**config.mk**
```make
export PLATFORM = sky130hd
export DESIGN_NAME = reg_bus_ctrl_flat
export DESIGN_NICKNAME = d
export VERILOG_FILES = /design/src/rtl/reg_bus_ctrl_pkg.sv /design/src/rtl/reg_bus_ctrl_if.sv /design/src/rtl/reg_bus_ctrl_cnt.sv /design/src/rtl/reg_bus_ctrl.sv /design/src/flat_wrapper.sv
export SDC_FILE = /design/constraint.sdc
export NUM_CORES = 1
export LEC_CHECK = 0
export ABC_CLOCK_PERIOD_IN_PS = 6800
export CAP_MARGIN = 0
export CORE_ASPECT_RATIO = 0.5
export CORE_MARGIN = 2
export CORE_UTILIZATION = 30
export CTS_CLUSTER_DIAMETER = 30
export DETAILED_ROUTE_END_ITERATION = 7
export PLACE_DENSITY = 0.69
export SYNTH_ARGS = -nofsm -noshare
export SYNTH_HDL_FRONTEND = slang
export SYNTH_SLANG_ARGS = --single-unit
export TNS_END_PERCENT = 5
```
**constraint.sdc**
```tcl
create_clock -name clk_sys -period 6.8 [get_ports clk_sys]
set_clock_uncertainty 0.1 [all_clocks]
set_input_delay 1.7 -clock clk_sys [delete_from_list [all_inputs] [get_ports clk_sys]]
set_output_delay 1.7 -clock clk_sys [all_outputs]
set_load 0.01 [all_outputs]
```
**src/rtl/reg_bus_ctrl_pkg.sv**
```systemverilog
// reg_bus_pkg: shared constants for the register-bus access controller.
// Holds the FSM state encoding, the timeout read-data default, the legal
// ranges of the latency/timeout limits and the counter widths.
package reg_bus_pkg;

    typedef logic [2:0] state_t;

    localparam state_t IDLE = 3'd0;
    localparam state_t WR   = 3'd1;
    localparam state_t RD   = 3'd2;
    localparam state_t ACK  = 3'd3;
    localparam state_t REL  = 3'd4;

    localparam logic [31:0] TMO_DATA_DEF = 32'hDEAD_BEEF;

    localparam int unsigned RD_LAT_MIN  = 1;
    localparam int unsigned RD_LAT_MAX  = 15;
    localparam int unsigned TMO_CYC_MIN = 1;
    localparam int unsigned TMO_CYC_MAX = 65535;

    // Fixed-latency reads only need to reach RD_LAT_MAX; the timeout build
    // needs the full 16-bit range.
    localparam int unsigned CNT_W_LAT = 4;
    localparam int unsigned CNT_W_TMO = 16;

    // Forces an out-of-range limit parameter into its legal window.
    function automatic int unsigned clamp_lim(input int unsigned v,
                                              input int unsigned lo,
                                              input int unsigned hi);
        if (v < lo) return lo;
        if (v > hi) return hi;
        return v;
    endfunction

endpackage

```
**src/rtl/reg_bus_ctrl_if.sv**
```systemverilog
// reg_bus_ctrl_if: CPU request/ack handshake plus the register-file bus.
// slave  : view of the access controller (accepts CPU requests, drives regs).
// master : view of the environment (CPU side and the register instances).
interface reg_bus_ctrl_if #(
    parameter int ADDR_WIDTH = 13
);
    logic                  cpu_req;
    logic                  cpu_rnw;
    logic [ADDR_WIDTH-1:0] cpu_addr_in;
    logic [31:0]           cpu_wdata;
    logic                  cpu_ack;
    logic [31:0]           cpu_rdata;
    logic                  cpu_err;
    logic [ADDR_WIDTH-1:0] reg_addr;
    logic [31:0]           reg_wdata;
    logic                  reg_wen;
    logic                  reg_ren;
    logic [31:0]           reg_rdata;
    logic                  reg_rdy;

    modport slave (
        input  cpu_req, cpu_rnw, cpu_addr_in, cpu_wdata, reg_rdata, reg_rdy,
        output cpu_ack, cpu_rdata, cpu_err, reg_addr, reg_wdata, reg_wen, reg_ren
    );

    modport master (
        output cpu_req, cpu_rnw, cpu_addr_in, cpu_wdata, reg_rdata, reg_rdy,
        input  cpu_ack, cpu_rdata, cpu_err, reg_addr, reg_wdata, reg_wen, reg_ren
    );
endinterface

```
**src/rtl/reg_bus_ctrl_cnt.sv**
```systemverilog
// reg_bus_cnt: saturating up-counter with synchronous clear and limit compare.
// Latency: cnt updates one cycle after clr/en; done is combinational on cnt.
// Backpressure: none; holds at all-ones when en stays high.
// Ports: clk_sys/rst, clr, en, limit in; cnt value and done (cnt >= limit) out.
module reg_bus_cnt #(
    parameter int unsigned WIDTH = 16
) (
    input  logic             clk_sys,
    input  logic             rst,
    input  logic             clr,
    input  logic             en,
    input  logic [WIDTH-1:0] limit,
    output logic [WIDTH-1:0] cnt,
    output logic             done
);
    logic [WIDTH-1:0] cnt_q;
    logic [WIDTH-1:0] cnt_d;

    always_comb begin
        cnt_d = cnt_q;
        if (clr) begin
            cnt_d = '0;
        end else if (en && (cnt_q != {WIDTH{1'b1}})) begin
            cnt_d = cnt_q + 1'b1;
        end
    end

    always_ff @(posedge clk_sys or posedge rst) begin
        if (rst) cnt_q <= '0;
        else     cnt_q <= cnt_d;
    end

    assign cnt  = cnt_q;
    assign done = (cnt_q >= limit);

endmodule

```
**src/rtl/reg_bus_ctrl.sv**
```systemverilog
// reg_bus_ctrl: latches a CPU read/write, drives the register bus, returns
// read data on a 4-phase req/ack handshake.
// Latency: write ack 2 cycles after accept, read ack RD_LAT+2 cycles.
// Backpressure: one access in flight; cpu_ack held until cpu_req falls, a new
// access needs cpu_req low then high again.
// Ports: clk_sys, rst (async, active-high), bus (reg_bus_ctrl_if.slave).
// Optional macro REG_BUS_TMO_EN: reads wait for reg_rdy after RD_LAT and time
// out after TMO_CYC cycles with TMO_DATA / cpu_err=1.
module reg_bus_ctrl
    import reg_bus_pkg::*;
#(
    parameter int unsigned ADDR_WIDTH = 13,
    parameter int unsigned RD_LAT     = 2,
    parameter int unsigned TMO_CYC    = 255,
    parameter logic [31:0] TMO_DATA   = TMO_DATA_DEF
) (
    input  logic           clk_sys,
    input  logic           rst,
    reg_bus_ctrl_if.slave  bus
);
`ifdef REG_BUS_TMO_EN
    localparam int unsigned CNT_W = CNT_W_TMO;
`else
    localparam int unsigned CNT_W = CNT_W_LAT;
`endif
    localparam logic [CNT_W-1:0] LAT_LIM =
        CNT_W'(clamp_lim(RD_LAT, RD_LAT_MIN, RD_LAT_MAX));

    state_t                state_q, state_d;
    logic [ADDR_WIDTH-1:0] reg_addr_q, reg_addr_d;
    logic [31:0]           reg_wdata_q, reg_wdata_d;
    logic                  reg_wen_q, reg_wen_d;
    logic                  reg_ren_q, reg_ren_d;
    logic                  cpu_ack_q, cpu_ack_d;
    logic [31:0]           cpu_rdata_q, cpu_rdata_d;

    logic                  cnt_clr;
    logic                  cnt_en;
    logic [CNT_W-1:0]      cnt_val;
    logic                  lat_done;
    logic                  rd_ok;
    logic                  rd_exit;
    logic                  accept;

    // Only a fresh request is accepted; cpu_ack is always low in IDLE, the
    // term just makes the 4-phase rule explicit.
    assign accept = bus.cpu_req && !cpu_ack_q;

    reg_bus_cnt #(
        .WIDTH (CNT_W)
    ) u_cnt (
        .clk_sys (clk_sys),
        .rst     (rst),
        .clr     (cnt_clr),
        .en      (cnt_en),
        .limit   (LAT_LIM),
        .cnt     (cnt_val),
        .done    (lat_done)
    );

`ifdef REG_BUS_TMO_EN
    localparam logic [CNT_W-1:0] TMO_LIM =
        CNT_W'(clamp_lim(TMO_CYC, TMO_CYC_MIN, TMO_CYC_MAX));

    logic cpu_err_q, cpu_err_d;
    logic rd_tmo;

    // A ready hit wins over a timeout landing on the same cycle.
    assign rd_ok   = lat_done && bus.reg_rdy;
    assign rd_tmo  = !rd_ok && (cnt_val >= TMO_LIM);
    assign rd_exit = rd_ok || rd_tmo;
`else
    logic unused_tmo;

    assign rd_ok      = lat_done;
    assign rd_exit    = lat_done;
    assign unused_tmo = ^{bus.reg_rdy, TMO_DATA, TMO_CYC[15:0], cnt_val};
`endif

    // State register and all output flops.
    always_ff @(posedge clk_sys or posedge rst) begin
        if (rst) begin
            state_q     <= IDLE;
            reg_addr_q  <= '0;
            reg_wdata_q <= '0;
            reg_wen_q   <= 1'b0;
            reg_ren_q   <= 1'b0;
            cpu_ack_q   <= 1'b0;
            cpu_rdata_q <= '0;
`ifdef REG_BUS_TMO_EN
            cpu_err_q   <= 1'b0;
`endif
        end else begin
            state_q     <= state_d;
            reg_addr_q  <= reg_addr_d;
            reg_wdata_q <= reg_wdata_d;
            reg_wen_q   <= reg_wen_d;
            reg_ren_q   <= reg_ren_d;
            cpu_ack_q   <= cpu_ack_d;
            cpu_rdata_q <= cpu_rdata_d;
`ifdef REG_BUS_TMO_EN
            cpu_err_q   <= cpu_err_d;
`endif
        end
    end

    // Next-state logic.
    always_comb begin
        state_d = state_q;
        case (state_q)
            IDLE: if (accept) state_d = bus.cpu_rnw ? RD : WR;
            WR:   state_d = ACK;
            RD:   if (rd_exit) state_d = ACK;
            ACK:  state_d = REL;
            REL:  if (!bus.cpu_req) state_d = IDLE;
            default: state_d = IDLE;
        endcase
    end

    // Output / datapath logic.
    always_comb begin
        reg_addr_d  = reg_addr_q;
        reg_wdata_d = reg_wdata_q;
        reg_wen_d   = 1'b0;
        reg_ren_d   = reg_ren_q;
        cpu_ack_d   = cpu_ack_q;
        cpu_rdata_d = cpu_rdata_q;
`ifdef REG_BUS_TMO_EN
        cpu_err_d   = cpu_err_q;
`endif
        cnt_clr     = 1'b0;
        cnt_en      = 1'b0;
        case (state_q)
            IDLE: begin
                if (accept) begin
                    reg_addr_d  = bus.cpu_addr_in;
                    reg_wdata_d = bus.cpu_wdata;
                    if (bus.cpu_rnw) begin
                        reg_ren_d = 1'b1;
                        cnt_clr   = 1'b1;
                    end else begin
                        reg_wen_d = 1'b1;
                    end
                end
            end
            WR: begin
                cpu_rdata_d = '0;
`ifdef REG_BUS_TMO_EN
                cpu_err_d   = 1'b0;
`endif
            end
            RD: begin
                cnt_en = 1'b1;
                if (rd_ok) begin
                    cpu_rdata_d = bus.reg_rdata;
                    reg_ren_d   = 1'b0;
`ifdef REG_BUS_TMO_EN
                    cpu_err_d   = 1'b0;
                end else if (rd_tmo) begin
                    cpu_rdata_d = TMO_DATA;
                    cpu_err_d   = 1'b1;
                    reg_ren_d   = 1'b0;
`endif
                end
            end
            ACK: cpu_ack_d = 1'b1;
            REL: if (!bus.cpu_req) cpu_ack_d = 1'b0;
            default: ;
        endcase
    end

    assign bus.reg_addr  = reg_addr_q;
    assign bus.reg_wdata = reg_wdata_q;
    assign bus.reg_wen   = reg_wen_q;
    assign bus.reg_ren   = reg_ren_q;
    assign bus.cpu_ack   = cpu_ack_q;
    assign bus.cpu_rdata = cpu_rdata_q;
`ifdef REG_BUS_TMO_EN
    assign bus.cpu_err   = cpu_err_q;
`else
    assign bus.cpu_err   = 1'b0;
`endif

endmodule
```
**src/flat_wrapper.sv**
```systemverilog
// flat-port wrapper written by rule: the top's interface ports become plain ports
module reg_bus_ctrl_flat import reg_bus_pkg::*;
#(
    parameter int unsigned ADDR_WIDTH = 13,
    parameter int unsigned RD_LAT     = 2,
    parameter int unsigned TMO_CYC    = 255,
    parameter logic [31:0] TMO_DATA   = TMO_DATA_DEF
)
  (clk_sys, rst, bus_cpu_req, bus_cpu_rnw, bus_cpu_addr_in, bus_cpu_wdata, bus_reg_rdata, bus_reg_rdy, bus_cpu_ack, bus_cpu_rdata, bus_cpu_err, bus_reg_addr, bus_reg_wdata, bus_reg_wen, bus_reg_ren);
  reg_bus_ctrl_if #(.ADDR_WIDTH(ADDR_WIDTH)) bus_i ();
  input  logic clk_sys;
  input  logic rst;
  input wire logic [$bits(bus_i.cpu_req)-1:0] bus_cpu_req;
  input wire logic [$bits(bus_i.cpu_rnw)-1:0] bus_cpu_rnw;
  input wire logic [$bits(bus_i.cpu_addr_in)-1:0] bus_cpu_addr_in;
  input wire logic [$bits(bus_i.cpu_wdata)-1:0] bus_cpu_wdata;
  input wire logic [$bits(bus_i.reg_rdata)-1:0] bus_reg_rdata;
  input wire logic [$bits(bus_i.reg_rdy)-1:0] bus_reg_rdy;
  output wire logic [$bits(bus_i.cpu_ack)-1:0] bus_cpu_ack;
  output wire logic [$bits(bus_i.cpu_rdata)-1:0] bus_cpu_rdata;
  output wire logic [$bits(bus_i.cpu_err)-1:0] bus_cpu_err;
  output wire logic [$bits(bus_i.reg_addr)-1:0] bus_reg_addr;
  output wire logic [$bits(bus_i.reg_wdata)-1:0] bus_reg_wdata;
  output wire logic [$bits(bus_i.reg_wen)-1:0] bus_reg_wen;
  output wire logic [$bits(bus_i.reg_ren)-1:0] bus_reg_ren;
  assign bus_i.cpu_req = bus_cpu_req;
  assign bus_i.cpu_rnw = bus_cpu_rnw;
  assign bus_i.cpu_addr_in = bus_cpu_addr_in;
  assign bus_i.cpu_wdata = bus_cpu_wdata;
  assign bus_i.reg_rdata = bus_reg_rdata;
  assign bus_i.reg_rdy = bus_reg_rdy;
  assign bus_cpu_ack = bus_i.cpu_ack;
  assign bus_cpu_rdata = bus_i.cpu_rdata;
  assign bus_cpu_err = bus_i.cpu_err;
  assign bus_reg_addr = bus_i.reg_addr;
  assign bus_reg_wdata = bus_i.reg_wdata;
  assign bus_reg_wen = bus_i.reg_wen;
  assign bus_reg_ren = bus_i.reg_ren;
  reg_bus_ctrl #(.ADDR_WIDTH(ADDR_WIDTH), .RD_LAT(RD_LAT), .TMO_CYC(TMO_CYC), .TMO_DATA(TMO_DATA)) u_core (.clk_sys(clk_sys), .rst(rst), .bus(bus_i));
endmodule
```
# After elaboration in Yosys (flattened, before gate mapping)
# Cells that the tools add are included.
word_totals:
  regBits: 87
  output_inout_bits: 81
op_classes:
  n_addsub: 1
  n_lt_le_gt_ge: 1
  eq_ne: 9
  mux: 22
  reduce_logical: 13
ops:
  columns: ["op", "count"]
  rows:
  - ["case mux 32 bit (2 select lines)", 1]
  - ["2-to-1 mux 32 bit", 1]
  - ["case mux 3 bit (5 select lines)", 1]
  - ["2-to-1 mux 1 bit", 11]
  - ["2-to-1 mux 3 bit", 3]
  - ["2-to-1 mux 4 bit", 2]
  - ["nonzero test 2 bit", 4]
  - ["== test 3 x 2 -> 1 bit, second input constant", 2]
  - ["AND reduction 2 bit", 3]
  - ["adder 4 x 1 -> 4 bit, second input constant", 1]
  - [">= comparator 4 x 2 -> 1 bit, second input constant", 1]
  - ["!= test 2 x 1 -> 1 bit, second input constant", 2]
  - ["!= test 2 bit, second input constant", 2]
  - ["!= test 4 bit, second input constant", 1]
  - ["case mux 1 bit (2 select lines)", 2]
  - ["AND reduction 4 bit", 1]
  - ["== test 3 x 1 -> 1 bit, second input constant", 1]
  - ["== test 3 bit, second input constant", 1]
  - ["zero test 3 bit", 1]
  - ["AND reduction 3 bit", 1]
  - ["logical AND 1 bit", 2]
  - ["2-to-1 mux 2 bit", 1]
  - ["zero test 1 bit", 1]

# Logic depth before layout (Yosys ltp)
depth:
  word_depth: 5
  depth_mapped: 7
  ltp_nobuf: 5

# Modules after synthesis
# From an unflattened synthesis, not the netlist that was laid out.
unflattened:
  cells_unflattened: 234
  area_unflattened_um2: 3683.5
by_module_without_submodules:
  columns: ["module", "instances", "cells_each", "area_each_um2", "seq_area_each_um2"]
  rows:
  - ["reg_bus_ctrl", 1, 200, 3364.5, 2077.0]
  - ["reg_bus_cnt", 1, 34, 319.1, 100.1]

# Worst setup path before layout
# Ideal clock, no wire load.
synth_timing:
  path_kind: "input-to-reg"
  startpoint: "input port bus_cpu_req"
  endpoint: "register u_core.reg_addr_q[0], in the netlist u_core.bus.reg_addr[0]"
  arrival_ns: 2.398
  required_ns: 6.575
  setup_slack_ns: 4.177
  cell_stages: 4
  path_cell_list: "nand3b_1 buf_4 buf_6 mux2_2"
synth_via:
  elab_chain_len: 2
synth_lines:
  columns: ["element", "line", "source"]
  rows:
  - ["start: declaration", "flat_wrapper.sv:13", "input wire logic [$bits(bus_i.cpu_req)-1:0] bus_cpu_req;"]
  - ["logical AND 1 bit", "reg_bus_ctrl.sv:47", "assign accept = bus.cpu_req && !cpu_ack_q;"]
  - ["AND reduction 2 bit (no line)", null, null]
  - ["end signal: assignment", "reg_bus_ctrl.sv:95", "reg_addr_q <= reg_addr_d;"]
  - ["end: declaration", "reg_bus_ctrl.sv:30", "logic [ADDR_WIDTH-1:0] reg_addr_q, reg_addr_d;"]
# Every way passes these cells.
# A chain may end at the register's enable or synchronous reset.

# Worst setup path after layout
layout_timing:
  startpoint: "input port bus_cpu_req"
  endpoint: "register u_core.reg_wdata_q[29], in the netlist u_core.bus.reg_wdata[29]"
layout_via:
  elab_chain_len: 2
layout_lines:
  columns: ["element", "line", "source"]
  rows:
  - ["logical AND 1 bit", "reg_bus_ctrl.sv:47", null]
  - ["AND reduction 2 bit (no line)", null, null]
  - ["end signal: assignment", "reg_bus_ctrl.sv:96", "reg_wdata_q <= reg_wdata_d;"]
  - ["end: declaration", "reg_bus_ctrl.sv:31", "logic [31:0] reg_wdata_q, reg_wdata_d;"]
# Every way passes these cells.

==> flow_metrics.tcl <==
set metrics [dict create \
    htreeDepth 3 \
    post_cts_buffers 0 \
    muxShareOfSynthArea_pct 14.0 \
    syn_inst 298 \
    synth_largest_area_cell "dfrtp_1" \
    rsz0062_at_grt "no" \
    antenna_found_initial 0 \
    setup_viol 0 \
    worstPathMaxFanout 34 \
    synth_top_family_by_area "multiplexers" \
    synth_compound_area_share_pct 9.49 \
    fillers 1111 \
    worst_pin_slew_ns 0.973 \
    relSlewSlack_pct 35.1 \
    grt_use_total_pct 14.1 \
    drt_iter0_drc 154 \
    synthSimpleGateAreaFrac_pct 12.2 \
    synth_fa_ha_area_share_pct 0.675 \
    gr-total-overflow 0 \
    synth_edf_count 0 \
    synthTopCellsByCount "dfrtp_1 (87), mux2_2 (46), nand2_1 (35)" \
    drc 0 \
    drive_gt1_share_pct 21.9 \
    cts_hold_buf 0 \
    final.setup.worst_slack_ns 3.22 \
    synthDistinctLibCells 33 \
    clkLatencyLatePin_ns 0.34 \
    pre_cts_ws_ns 2.82 \
    dp_hpwl_um 6510 \
    drtPass1Iterations 4 \
    seq_area_frac_synth_pct 58.8 \
    fin_util_pct 47.4 \
    path_buf_inv 2 \
    postRouteAntennaNets 0 \
    arrival_ns 3.70 \
    ys_async_sr_fraction_pct 100 \
    period_needed_ns 3.58 \
    design_area_um2 5660 \
    regArea_um2 2180 \
    ys_ff_latch 87 \
    cts-resized-gates 0 \
    cts.sinks 87 \
    yosys.area.top_type_share_pct 58.8 \
    via_per_inst 4.54 \
    start_util_pct 31.0 \
    grt_pass1_vias 2764 \
    vias 2803 \
    rows 28 \
    die_h_um 82.6 \
    path_cells "clkdlybuf4s50_1 > nand3b_1 > buf_4 > mux2_2" \
    grt_pass1_wl_um 14400 \
    port_buffers 160 \
    placed_area_um2 5370 \
    maxCapViolations 0 \
    die_w_um 161 \
    power.total_mw 1.07 \
    hold_viol 0 \
    core_area_um2 11900 \
    start_kind "input pin" \
    yosys_warnings 0 \
    io_pins 163 \
    crit_required_ns 6.92 \
    multiInputGateArea_um2 1360 \
    synth_area_leaders "dfrtp_1 (59%), mux2_2 (14%), o21ai_2 (7.1%)" \
    worstHoldPathType "reg -> reg" \
    max_stage_delay_ns 0.60 \
    place.gp.congestion 0.730 \
    leakage_nw 2.53 \
    status "complete, no violations" \
    synthesis.nets 382 \
    max_freq_mhz 279 \
    dieArea_um2 13300 \
    clockBufferDepth 2 \
    totalWireLength_um 9490 \
    syn_area_um2 3700 \
    final-max-slew-violation-count 0 \
    yosysMostFrequentCell "dfrtp_1" \
    cts-buffers-inserted 9 \
    avgRoutedWirePerCell_um 15.4 \
    grt_max_degree 57 \
    crit_type "in -> reg" \
    finalSetupTns_ns 0 \
    fin_crit_sh_pct 52.7 \
    crit_slowest_cell "nand3b_1" \
    ir_drop_mv 0.105 \
    cts_tree "done" \
    clk_pin_slew_ns 0.06 \
    n_antenna_cell 0 \
    nets 532 \
    ys.flop_type "dfrtp_1" \
    cts_root_buf "clkbuf_16" \
    synthXorXnorAreaFrac_pct 0 \
    power.density_nw_per_um2 188 \
    area_delta_synth_final_pct 52.9 \
    cp_top_family "buffers and inverters" \
    end_kind "register" \
    avgSynthCellArea_um2 12.4 \
]
## per-stage QoR
step,std cells,hold WS [ns]
2_1_floorplan,298,0.441
3_3_place_gp,602,0.386
3_5_place_dp,602,0.392
4_1_cts,618,0.405
5_1_grt,618,0.416
6_report,618,0.402
## final cells by class
type / instances / area share (%)
clock inverters: 4 / 0.795
flip-flops and latches: 87 / 38.4
multi-input cells: 185 / 23.9
repair buffers: 163 / 28.7
clock buffers: 12 / 4.35
well taps: 165 / 3.65
inverters: 2 / 0.155
## layer usage
| metal | wire [um] | global-route usage [%] | part of all wire (%) |
|---|---|---|---|
| met1 | 4040 | 16.8 | 43 |
| met2 | 4970 | 24.9 | 52 |
| met3 | 281 | 3.40 | 3.0 |
| met4 | 199 | 6.07 | 2.1 |
| met5 | 0 | 0 | 0 |
## flip-flops by register name (all words and copies together) (netlist names)
register              cells
u_core.bus.cpu_rdata     32
u_core.bus.reg_wdata     32
u_core.bus.reg_addr      13
u_core.u_cnt.cnt          4
u_core.state_q            3
u_core.bus.cpu_ack        1
u_core.bus.reg_ren        1
u_core.bus.reg_wen        1
## worst paths after layout
path / startpoint / endpoint / cells after the start / slack [ns]
max: bus_cpu_req / u_core.bus.reg_wdata[29]$_DFFE_PP0P_ / 4 / 3.22
min: u_core.bus.reg_wdata[24]$_DFFE_PP0P_ / u_core.bus.reg_wdata[24]$_DFFE_PP0P_ / 1 / 0.40
max reg2reg: u_core.state_q[2]$_DFFE_PP0P_ / u_core.bus.reg_wdata[29]$_DFFE_PP0P_ / 4 / 4.40
min in group asynchronous: rst / u_core.bus.reg_wdata[3]$_DFFE_PP0P_ / 2 / 1.79
max in group asynchronous: rst / u_core.bus.cpu_rdata[7]$_DFFE_PP0P_ / 3 / 3.81
min reg2reg: u_core.bus.reg_wdata[24]$_DFFE_PP0P_ / u_core.bus.reg_wdata[24]$_DFFE_PP0P_ / 1 / 0.40
## layout by cell type (no fill, tap or decap)
cell type and count:
or4_4 1, o21bai_1 1, a21oi_1 6, conb_1 1, a22o_1 1, and2_4 1
o21ai_0 4, dfrtp_1 87, clkbuf_16 9, clkdlybuf4s50_1 160, inv_1 1, a211oi_1 1
or3b_2 1, or2_2 1, a211o_1 1, nand3_1 33, and2_1 1, nor3b_2 1
nor2_1 3, nand3b_1 2, nand2_1 35, and3_1 2, clkbuf_1 2, bufinv_16 1
and3b_1 1, clkbuf_8 1, nor3b_1 1, nor3_1 5, mux2_2 46, nor2b_1 1
o21ai_2 30, clkinv_2 4, and4b_1 2, buf_4 3, ha_1 2, o22ai_1 1
## report_power, final
| group | switching (mW) | total [mW] | internal [mW] | leakage, nW |
|---|---|---|---|---|
| Sequential | 0 | 0.518 | 0.518 | 1.03 |
| Combinational | 0.0168 | 0.0575 | 0.0407 | 1.35 |
| Clock | 0.197 | 0.490 | 0.293 | 0.146 |
| Total | 0.214 | 1.07 | 0.851 | 2.53 |
## kinds of logic after synthesis
group	count (synthesis)
AND/OR/NAND/NOR	91
flip-flops	87
multiplexers	46
AO/OA/AOI/OAI	45
buffers and inverters	26
adder cells (fa/ha/maj)	2
other	1
(Power assumes the default switching activity.)
